===== src/rtl/dual_ram_block_reader.sv =====
// Read-side sequencer for the dual-port sample RAM: streams one block out as sample
// pairs through a 2-entry skid FIFO with full ready/valid backpressure.
module dual_ram_block_reader #(
  parameter int ADDR_W     = 13,
  parameter int DATA_W     = 16,
  parameter int FIFO_DEPTH = 2
) (
  input  logic              iClock,
  input  logic              iReset,
  input  logic              iStart,
  input  logic [15:0]       iBaseAddress,
  input  logic [15:0]       iBlockLength,
  output logic [15:0]       oReadAddress1,
  output logic [15:0]       oReadAddress2,
  input  logic [DATA_W-1:0] iRamData1,
  input  logic [DATA_W-1:0] iRamData2,
  output logic [DATA_W-1:0] oSample1,
  output logic [DATA_W-1:0] oSample2,
  output logic              oValid,
  output logic              oValid2,
  output logic              oLast,
  input  logic              iReady,
  output logic              oBusy,
  output logic              oDone
);

  typedef enum logic [1:0] {IDLE, READ, DRAIN, FINISH} state_e;

  localparam logic [1:0]        FIFO_FULL = 2'(FIFO_DEPTH);
  localparam logic [2:0]        ISSUE_LIM = 3'(FIFO_DEPTH);
  localparam logic [ADDR_W-1:0] ADDR_ONE  = ADDR_W'(1);
  localparam logic [ADDR_W-1:0] ADDR_TWO  = ADDR_W'(2);

  state_e state_q, state_d;

  logic [ADDR_W-1:0] nextAddr_q, addr1_q, addr2_q;
  logic [15:0]       issueIdx_q, pairs_q;
  logic              lenOdd_q;

  // addrPend: address register holds a pair not yet pushed; busPend: the RAM outputs
  // currently carry such a pair; busIsAddr: bus pair and address pair are the same one.
  logic addrPend_q, addrLast_q, busPend_q, busLast_q, busIsAddr_q;

  logic [DATA_W-1:0] s1Mem_q [FIFO_DEPTH];
  logic [DATA_W-1:0] s2Mem_q [FIFO_DEPTH];
  logic              v2Mem_q [FIFO_DEPTH];
  logic              lastMem_q [FIFO_DEPTH];
  logic              wrPtr_q, rdPtr_q;
  logic [1:0]        count_q;

  logic        pop, push, issue, lastIssue, headLast, busPairConsumed;
  logic [2:0]  occProj;
  logic [15:0] pairsStart;
  logic        unusedBaseBits;

  assign unusedBaseBits = ^iBaseAddress[15:ADDR_W];

  assign pairsStart = {1'b0, iBlockLength[15:1]} + {15'd0, iBlockLength[0]};
  assign pop        = (count_q != 2'd0) && iReady;
  assign push       = busPend_q && ((count_q != FIFO_FULL) || pop);
  assign occProj    = {1'b0, count_q} + {2'b00, busPend_q} - {2'b00, pop};
  assign lastIssue  = (issueIdx_q == pairs_q - 16'd1);
  assign issue      = (state_q == READ) && (occProj < ISSUE_LIM);
  assign headLast   = lastMem_q[rdPtr_q];

  // The pair in the address register is consumed only when it is also the one on the bus.
  assign busPairConsumed = busIsAddr_q && push;

  always_ff @(posedge iClock or posedge iReset) begin
    if (iReset) begin
      state_q <= IDLE;
    end else begin
      state_q <= state_d;
    end
  end

  always_comb begin
    state_d = state_q;
    case (state_q)
      IDLE: begin
        if (iStart) begin
          state_d = (iBlockLength == 16'd0) ? FINISH : READ;
        end
      end
      READ: begin
        if (issue && lastIssue) begin
          state_d = DRAIN;
        end
      end
      DRAIN: begin
        if (pop && headLast) begin
          state_d = FINISH;
        end
      end
      FINISH: begin
        state_d = IDLE;
      end
      default: begin
        state_d = IDLE;
      end
    endcase
  end

  always_ff @(posedge iClock or posedge iReset) begin
    if (iReset) begin
      nextAddr_q  <= '0;
      addr1_q     <= '0;
      addr2_q     <= '0;
      issueIdx_q  <= '0;
      pairs_q     <= '0;
      lenOdd_q    <= 1'b0;
      addrPend_q  <= 1'b0;
      addrLast_q  <= 1'b0;
      busPend_q   <= 1'b0;
      busLast_q   <= 1'b0;
      busIsAddr_q <= 1'b0;
      wrPtr_q     <= 1'b0;
      rdPtr_q     <= 1'b0;
      count_q     <= '0;
      for (int i = 0; i < FIFO_DEPTH; i++) begin
        s1Mem_q[i]   <= '0;
        s2Mem_q[i]   <= '0;
        v2Mem_q[i]   <= 1'b0;
        lastMem_q[i] <= 1'b0;
      end
    end else begin
      if ((state_q == IDLE) && iStart) begin
        nextAddr_q <= iBaseAddress[ADDR_W-1:0];
        issueIdx_q <= '0;
        pairs_q    <= pairsStart;
        lenOdd_q   <= iBlockLength[0];
      end

      // A held address re-reads the same words, so a stalled pair stays on the bus.
      if (issue) begin
        addr1_q     <= nextAddr_q;
        addr2_q     <= nextAddr_q + ADDR_ONE;
        nextAddr_q  <= nextAddr_q + ADDR_TWO;
        issueIdx_q  <= issueIdx_q + 16'd1;
        addrPend_q  <= 1'b1;
        addrLast_q  <= lastIssue;
        busIsAddr_q <= 1'b0;
      end else begin
        addrPend_q  <= addrPend_q && !busPairConsumed;
        busIsAddr_q <= 1'b1;
      end

      busPend_q <= addrPend_q && !busPairConsumed;
      busLast_q <= addrLast_q;

      if (push) begin
        s1Mem_q[wrPtr_q]   <= iRamData1;
        s2Mem_q[wrPtr_q]   <= iRamData2;
        v2Mem_q[wrPtr_q]   <= !(busLast_q && lenOdd_q);
        lastMem_q[wrPtr_q] <= busLast_q;
        wrPtr_q            <= ~wrPtr_q;
      end
      if (pop) begin
        rdPtr_q <= ~rdPtr_q;
      end
      count_q <= count_q + {1'b0, push} - {1'b0, pop};
    end
  end

  assign oReadAddress1 = {{(16-ADDR_W){1'b0}}, addr1_q};
  assign oReadAddress2 = {{(16-ADDR_W){1'b0}}, addr2_q};
  assign oSample1      = s1Mem_q[rdPtr_q];
  assign oSample2      = s2Mem_q[rdPtr_q];
  assign oValid2       = v2Mem_q[rdPtr_q];
  assign oLast         = headLast;
  assign oValid        = (count_q != 2'd0);
  assign oBusy         = (state_q == READ) || (state_q == DRAIN);
  assign oDone         = (state_q == FINISH);

endmodule


===== config.mk =====
export PLATFORM = sky130hd
export DESIGN_NAME = dual_ram_block_reader
export DESIGN_NICKNAME = d
export VERILOG_FILES = /design/src/rtl/dual_ram_block_reader.sv
export SDC_FILE = /design/constraint.sdc
export NUM_CORES = 1
export LEC_CHECK = 0
export CORE_UTILIZATION = 25
export DETAILED_ROUTE_END_ITERATION = 10
export GPL_ROUTABILITY_DRIVEN = 0
export HOLD_SLACK_MARGIN = 0.12
export PLACE_DENSITY_LB_ADDON = 0.12
export SYNTH_ARGS = -nofsm -noshare
export SYNTH_HDL_FRONTEND = slang
export SYNTH_SLANG_ARGS = --single-unit

===== constraint.sdc =====
create_clock -name iClock -period 6.1 [get_ports iClock]
set_input_delay 0.61 -clock iClock [delete_from_list [all_inputs] [get_ports iClock]]
set_output_delay 0.61 -clock iClock [all_outputs]
set_load 0.005 [all_outputs]

==> results.txt, run 1 <==
Ys Warns -> 0
Hold Crit Class -> reg -> reg
Initial Util -> 0.2547
sequential area share after synthesis -> 0.4992
hold_buf cts -> 0
total track usage -> 0.1274
Detail Placement HPWL -> 12,710 um
Post-CTS Repair Setup Buffers -> 0
routed vias -> 5,447
ranking of synthesized cells by area -> dfrtp_1 50%, mux2_2 15%, nand2_1 5.8%, xor2_1 3.0%, o21ai_0 2.7%
Worst Path Max Fanout -> 31
Clock Skews -> 0.01447 ns
post-route minimum period -> 4.116 ns
Worst setup EP type -> flop
top_reg_cell synth -> dfrtp_1
Worst EP arrival -> 4.46 ns
WS Path Type -> in -> reg
final hold vios -> 0
First-pass DRT Iterations -> 4
final non-filler cell area -> 9838 um^2
Mapped Cells -> 700
LEAKAGE -> 4.082 nW
root buf cell -> clkbuf_16
Final Cycle Share -> 0.6748
Setup crit start kind -> input port
Core Footprint -> 29,720 um^2
H-tree depth -> 4
first-pass GRT wire length -> 30,840 um
Max-Cap Viols -> 0
Clock Latency Late Sink -> 0.43 ns
Top Ports -> 137
largest net degree at the start of global routing -> 62
final setup fails -> 0
Core Util, Final -> 0.3311
Die X-Extent -> 176.0 um
peak supply drop -> 0.0002236 V
post-CTS sizing -> 0
Yosys top cell area share -> 0.4992
Unique masters post-synth -> 62
die area -> 30,980 um^2
wire per inst -> 15.49 um
# DRC -> 0
Antenna Violating Nets Remaining -> 0
drt total wl -> 18,950 um
P&R area growth vs syn -> 29.97%
Post-Place Cell Area -> 9236 um^2
critical path required time -> 6.44 ns
outcome -> finished clean
Yosys reg bits -> 151
top post-synthesis cells by count -> 151 x dfrtp_1, 116 x nand2_1, 103 x mux2_2
input/output buffers -> 127
clock tree sinks -> 151
initial DRC count -> 218
CTS tree -> done
fin nets -> 903
clock tree buffer depth -> 2
Least-Margin Pin Slew -> 0.8999 ns
Die Y -> 176.0 um
clock transition at the registers of the reported paths -> 0.07 ns
Min Hold Slack -> 0.3765 ns
RSZ-0062 raised after global routing -> no
Max Clock Freq -> 0.2429 GHz
Antenna diodes -> 0
Vias/cell -> 4.454
Pwr Density -> 463.8 nW/um^2
Post-synth EDFFs -> 0
layout cell share with drive strength beyond 1 -> 0.1885
count leader, synth -> dfrtp_1
Max-slew headroom -> 0.3984
total gr overflow -> 0
vias in the first global route -> 5,500
Sum Neg Setup Slack -> 0 ns
Post-synth ARST share -> 1.000
area leader, netlist -> dfrtp_1
Row Count -> 63
initial antenna violation count -> 0
Mapped Avg Cell Area -> 10.81 um^2
Cell Area, Synth -> 7570 um^2
Max Slew Vio Count -> 0
clock buffers created by TritonCTS -> 17
cells in the final DEF (no fill, tap or decap), types with 17 or more instances in the layout:
cell,synthesis,final
xnor2_1,20,20
o21ai_0,41,41
clkdlybuf4s50_1,0,127
mux2_2,103,103
clkbuf_16,0,17
xor2_1,26,26
nand3_1,32,32
nand2_1,116,116
nor2_1,28,27
dfrtp_1,151,151
registers in the layout, summed over array words and instances (netlist names):
| register | flops |
|---|---|
| pairs_q | 16 |
| issueIdx_q | 16 |
| busIsAddr_q | 1 |
| addrLast_q | 1 |
| s1Mem_q | 32 |
| busLast_q | 1 |
| s2Mem_q | 32 |
| rdPtr_q | 1 |
| lenOdd_q | 1 |
| count_q | 2 |
| addr2_q | 13 |
| v2Mem_q | 2 |
| nextAddr_q | 13 |
| busPend_q | 1 |
| addr1_q | 13 |
| lastMem_q | 2 |
| wrPtr_q | 1 |
| addrPend_q | 1 |
| state_q | 2 |
worst max-delay path, cell delays in order:
cell and delay, ns:
clkdlybuf4s50_1 0.52, nand2_1 0.14, inv_1 0.10, ha_1 0.22, nor2b_1 0.14, fa_1 0.42
and3b_1 0.22, buf_4 0.33, clkinv_1 0.55, nand3_1 0.84, o22ai_1 0.18, a21oi_1 0.17
cell type report:
type                    instances  area [um^2]
well taps                     390        488.0
multi-input cells             499         3573
inverters                      16        65.06
clock inverters                14        162.7
flip-flops and latches        151         3779
fillers                      3046        19880
clock buffers                  18        439.2
repair buffers                135         1331
stage by stage:
stage                     total power [mW]  worst slack [ns]  std cells
after floorplan                      2.694             1.425        705
after global placement               3.516             1.546       1191
after detailed placement             3.524             1.486       1191
after CTS                            4.660             1.891       1223
after global routing                 4.908             1.575       1223
final                                4.563             1.984       1223
per-layer routing:
layer  vias to the layer above  GRT usage  part of all wire
met5                         -          0                 0
met4                         0    0.04022             0.012
met3                        13    0.02692             0.041
met2                       116     0.2006              0.46
met1                      2646     0.1738              0.48
li1                       2672          -                 -
kinds of logic after synthesis:
group / Yosys count / share of synthesized area
flops: 151 / 0.4992
buf+inv: 55 / 0.03223
simple gates: 231 / 0.1474
other cells: 1 / 0.0004954
fa+ha+maj: 15 / 0.02579
xor+xnor: 47 / 0.05537
mux: 110 / 0.1626
compound gates: 90 / 0.07686
final timing paths:
kind | slack, ns | depth (start not counted) | start | endpoint
max in group asynchronous | 4.39 | 3 | iReset | lastMem_q[0]
max reg2reg | 2.01 | 13 | count_q[1] | nextAddr_q[3]
min in group asynchronous | 0.56 | 2 | iReset | nextAddr_q[6]
min | 0.38 | 0 | addrLast_q | busLast_q
min reg2reg | 0.38 | 0 | addrLast_q | busLast_q
max | 1.98 | 12 | iReady | nextAddr_q[3]
power breakdown:
| part | internal [mW] | total, mW | switching, mW |
|---|---|---|---|
| clock network | 0.625 | 1.10 | 0.475 |
| registers | 1.35 | 1.55 | 0.201 |
| logic | 1.03 | 1.92 | 0.882 |
No activity file was read; power rests on OpenSTA's default activity.
==> inputs of run 2 (changes only) <==
clock period = 3.9 ns   (was 6.1 ns; I/O delays follow)
==> results.txt, run 2 (same netlist as run 1, synthesis figures left out) <==
outcome -> finished clean
input/output buffers -> 127 (unchanged)
Clock power frac -> 0.223 (-0.018)
routed vias -> 5,520 (+1.3%)
initial DRC count -> 217 (-0.46%)
Flop pwr share -> 0.342 (+0.003)
Least-Margin Pin Slew -> 0.8602 ns (-0.03969 ns)
wire per inst -> 15.59 um (+0.61%)
post-route minimum period -> 3.533 ns
largest net degree at the start of global routing -> 56 (-9.7%)
Worst setup EP type -> flop
switching power -> 2.437 mW (+56%)
most common library cell in the layout ignoring fill and taps -> dfrtp_1
WL met2 -> 8909 um (+1.3%)
final non-filler cell area -> 9848 um^2 (+0.10%)
Hold Crit Start -> addrLast_q
CTS tree -> done
fill count -> 3,036 (-0.33%)
peak supply drop -> 0.0002654 V (+19%)
Pint -> 4.599 mW (+53%)
H-tree depth -> 4 (unchanged)
Max-slew headroom -> 0.4253 (+0.02694)
Max-Cap Viols -> 0 (unchanged)
# DRC -> 0 (unchanged)
final setup fails -> 0 (unchanged)
Initial Util -> 0.2547 (unchanged)
clock tree buffer depth -> 2 (unchanged)
pre-CTS setup slack -> 0.1539 ns (-1.332 ns)
FF-to-FF path depth -> 14 (+1)
Min-Delay Path Depth -> 0 (unchanged)
Clock Skews -> 0.01544 ns (+0.0009641 ns)
first-pass GRT wire length -> 31,620 um (+2.5%)
Max Clock Freq -> 0.2830 GHz
clock buffers created by TritonCTS -> 17 (unchanged)
fin nets -> 910 (+0.78%)
Core Footprint -> 29,720 um^2 (unchanged)
worst r2r dst -> state_q[0]
Die X-Extent -> 176.0 um (unchanged)
total gr overflow -> 0 (unchanged)
clock transition at the registers of the reported paths -> 0.07 ns (about the same)
biggest regs -> s1Mem_q: 32 flops, s2Mem_q: 32 flops
Pwr Density -> 714.4 nW/um^2 (+54%)
RSZ-0062 raised after global routing -> no
Worst Path Max Fanout -> 4 (-87%)
switch share -> 0.3464 (+0.005012)
layout cell share with drive strength beyond 1 -> 0.1929 (+0.004382)
Post-CTS Repair Setup Buffers -> 0 (unchanged)
initial antenna violation count -> 0 (unchanged)
Clock Latency Late Sink -> 0.42 ns (about the same)
top routing layer used -> met4
Core Util, Final -> 0.3314 (+0.0003370)
Vias/cell -> 4.488 (+0.76%)
LEAKAGE -> 4.080 nW (about the same)
post-CTS sizing -> 0 (unchanged)
P&R area growth vs syn -> 30.10%
Max Slew Vio Count -> 0 (unchanged)
combinational share of power -> 0.435 (+0.015)
Post-Place Cell Area -> 9300 um^2 (+0.69%)
reg2reg start -> count_q[1]
leading cell types in the layout, fill and taps excluded -> 151 x dfrtp_1, 127 x clkdlybuf4s50_1, 116 x nand2_1, 103 x mux2_2, 41 x o21ai_0
fin cells -> 1,230 (+0.57%)
Sum Neg Setup Slack -> 0 ns (unchanged)
Row Count -> 63 (unchanged)
Setup crit start kind -> flop
die area -> 30,980 um^2 (unchanged)
hold endpoint -> busLast_q
dpl cells -> 1,198 (+0.59%)
R2R setup slack -> 0.37 ns (-1.64 ns)
Top Ports -> 137 (unchanged)
critical path required time -> 4.24 ns (-2.20 ns)
Worst EP arrival -> 3.88 ns (-0.58 ns)
vias in the first global route -> 5,869 (+6.7%)
First-pass DRT Iterations -> 4 (unchanged)
final hold vios -> 0 (unchanged)
Final Cycle Share -> 0.9059
Hold Crit Class -> reg -> reg
WS Path Type -> reg -> reg
Die Y -> 176.0 um (unchanged)
Antenna diodes -> 0 (unchanged)
Worst Setup Slack, final -> 0.3669 ns (-1.617 ns)
clock tree sinks -> 151 (unchanged)
Detail Placement HPWL -> 13,110 um (+3.1%)
hold_buf cts -> 0 (unchanged)
Met3 Wirelength -> 726 um (-6.1%)
Min Hold Slack -> 0.3794 ns (+0.002901 ns)
overall power -> 7.036 mW (+54%)
Antenna Violating Nets Remaining -> 0 (unchanged)
met1 WL -> 9426 um (+3.1%)
root buf cell -> clkbuf_16
drt total wl -> 19,170 um (+1.2%)
total track usage -> 0.1300 (+0.002638)
[run 2: cell count changes in the layout (fill, tap and decap cells not counted)]
cell,before,now
inv_8,2,3
clkinv_2,1,0
buf_12,0,1
bufinv_16,2,0
clkbuf_8,1,0
buf_4,8,14
inv_6,5,3
clkinvlp_4,3,6
clkbuf_1,0,2
[run 2: metal layers]
metal,global-route usage,vias to the layer above
li1,-,2691
met1,0.1736,2731
met2,0.2108,93
met3,0.03187,5
met4,0.03007,0
met5,0,-
[run 2: worst max-delay path by stage]
stage / cells after the start / endpoint / startpoint
global route: 16 / nextAddr_q[12] / count_q[1]
floorplan: 14 / state_q[0] / count_q[1]
CTS: 14 / state_q[0] / count_q[1]
global placement: 13 / state_q[1] / iReady
detailed placement: 13 / state_q[0] / iReady
finish: 14 / state_q[0] / count_q[1]
[run 2: power groups by stage]
stage               clock network, mW  registers, mW  logic, mW
floorplan                           0           2.34       1.87
global placement                    0           2.43       3.11
detailed placement                  0           2.44       3.11
CTS                              1.65           2.41       3.13
global route                     1.71           2.48       3.40
finish                           1.57           2.41       3.06
[run 2: layout make-up]
cell class                 instances  area [um^2]  area share
tap                              390        488.0     0.04955
clock buffer                      19        432.9     0.04396
inverter                          16        63.81    0.006479
clock inverter                    13        115.1     0.01169
timing repair buffer             142         1396      0.1418
sequential                       151         3779      0.3837
multi-input combinational        499         3573      0.3629
[run 2: critical path, stage by stage (launching register included)]
cell       delay, ns
dfrtp_1         0.41
inv_1           0.16
nand2_1         0.09
nand2_1         0.14
inv_1           0.08
ha_1            0.27
nor2b_1         0.14
fa_1            0.43
and3b_1         0.25
nand3_1         0.08
nor3_1          0.21
o2111ai_1       0.15
or4b_4          0.56
a221oi_4        0.30
mux2i_1         0.22
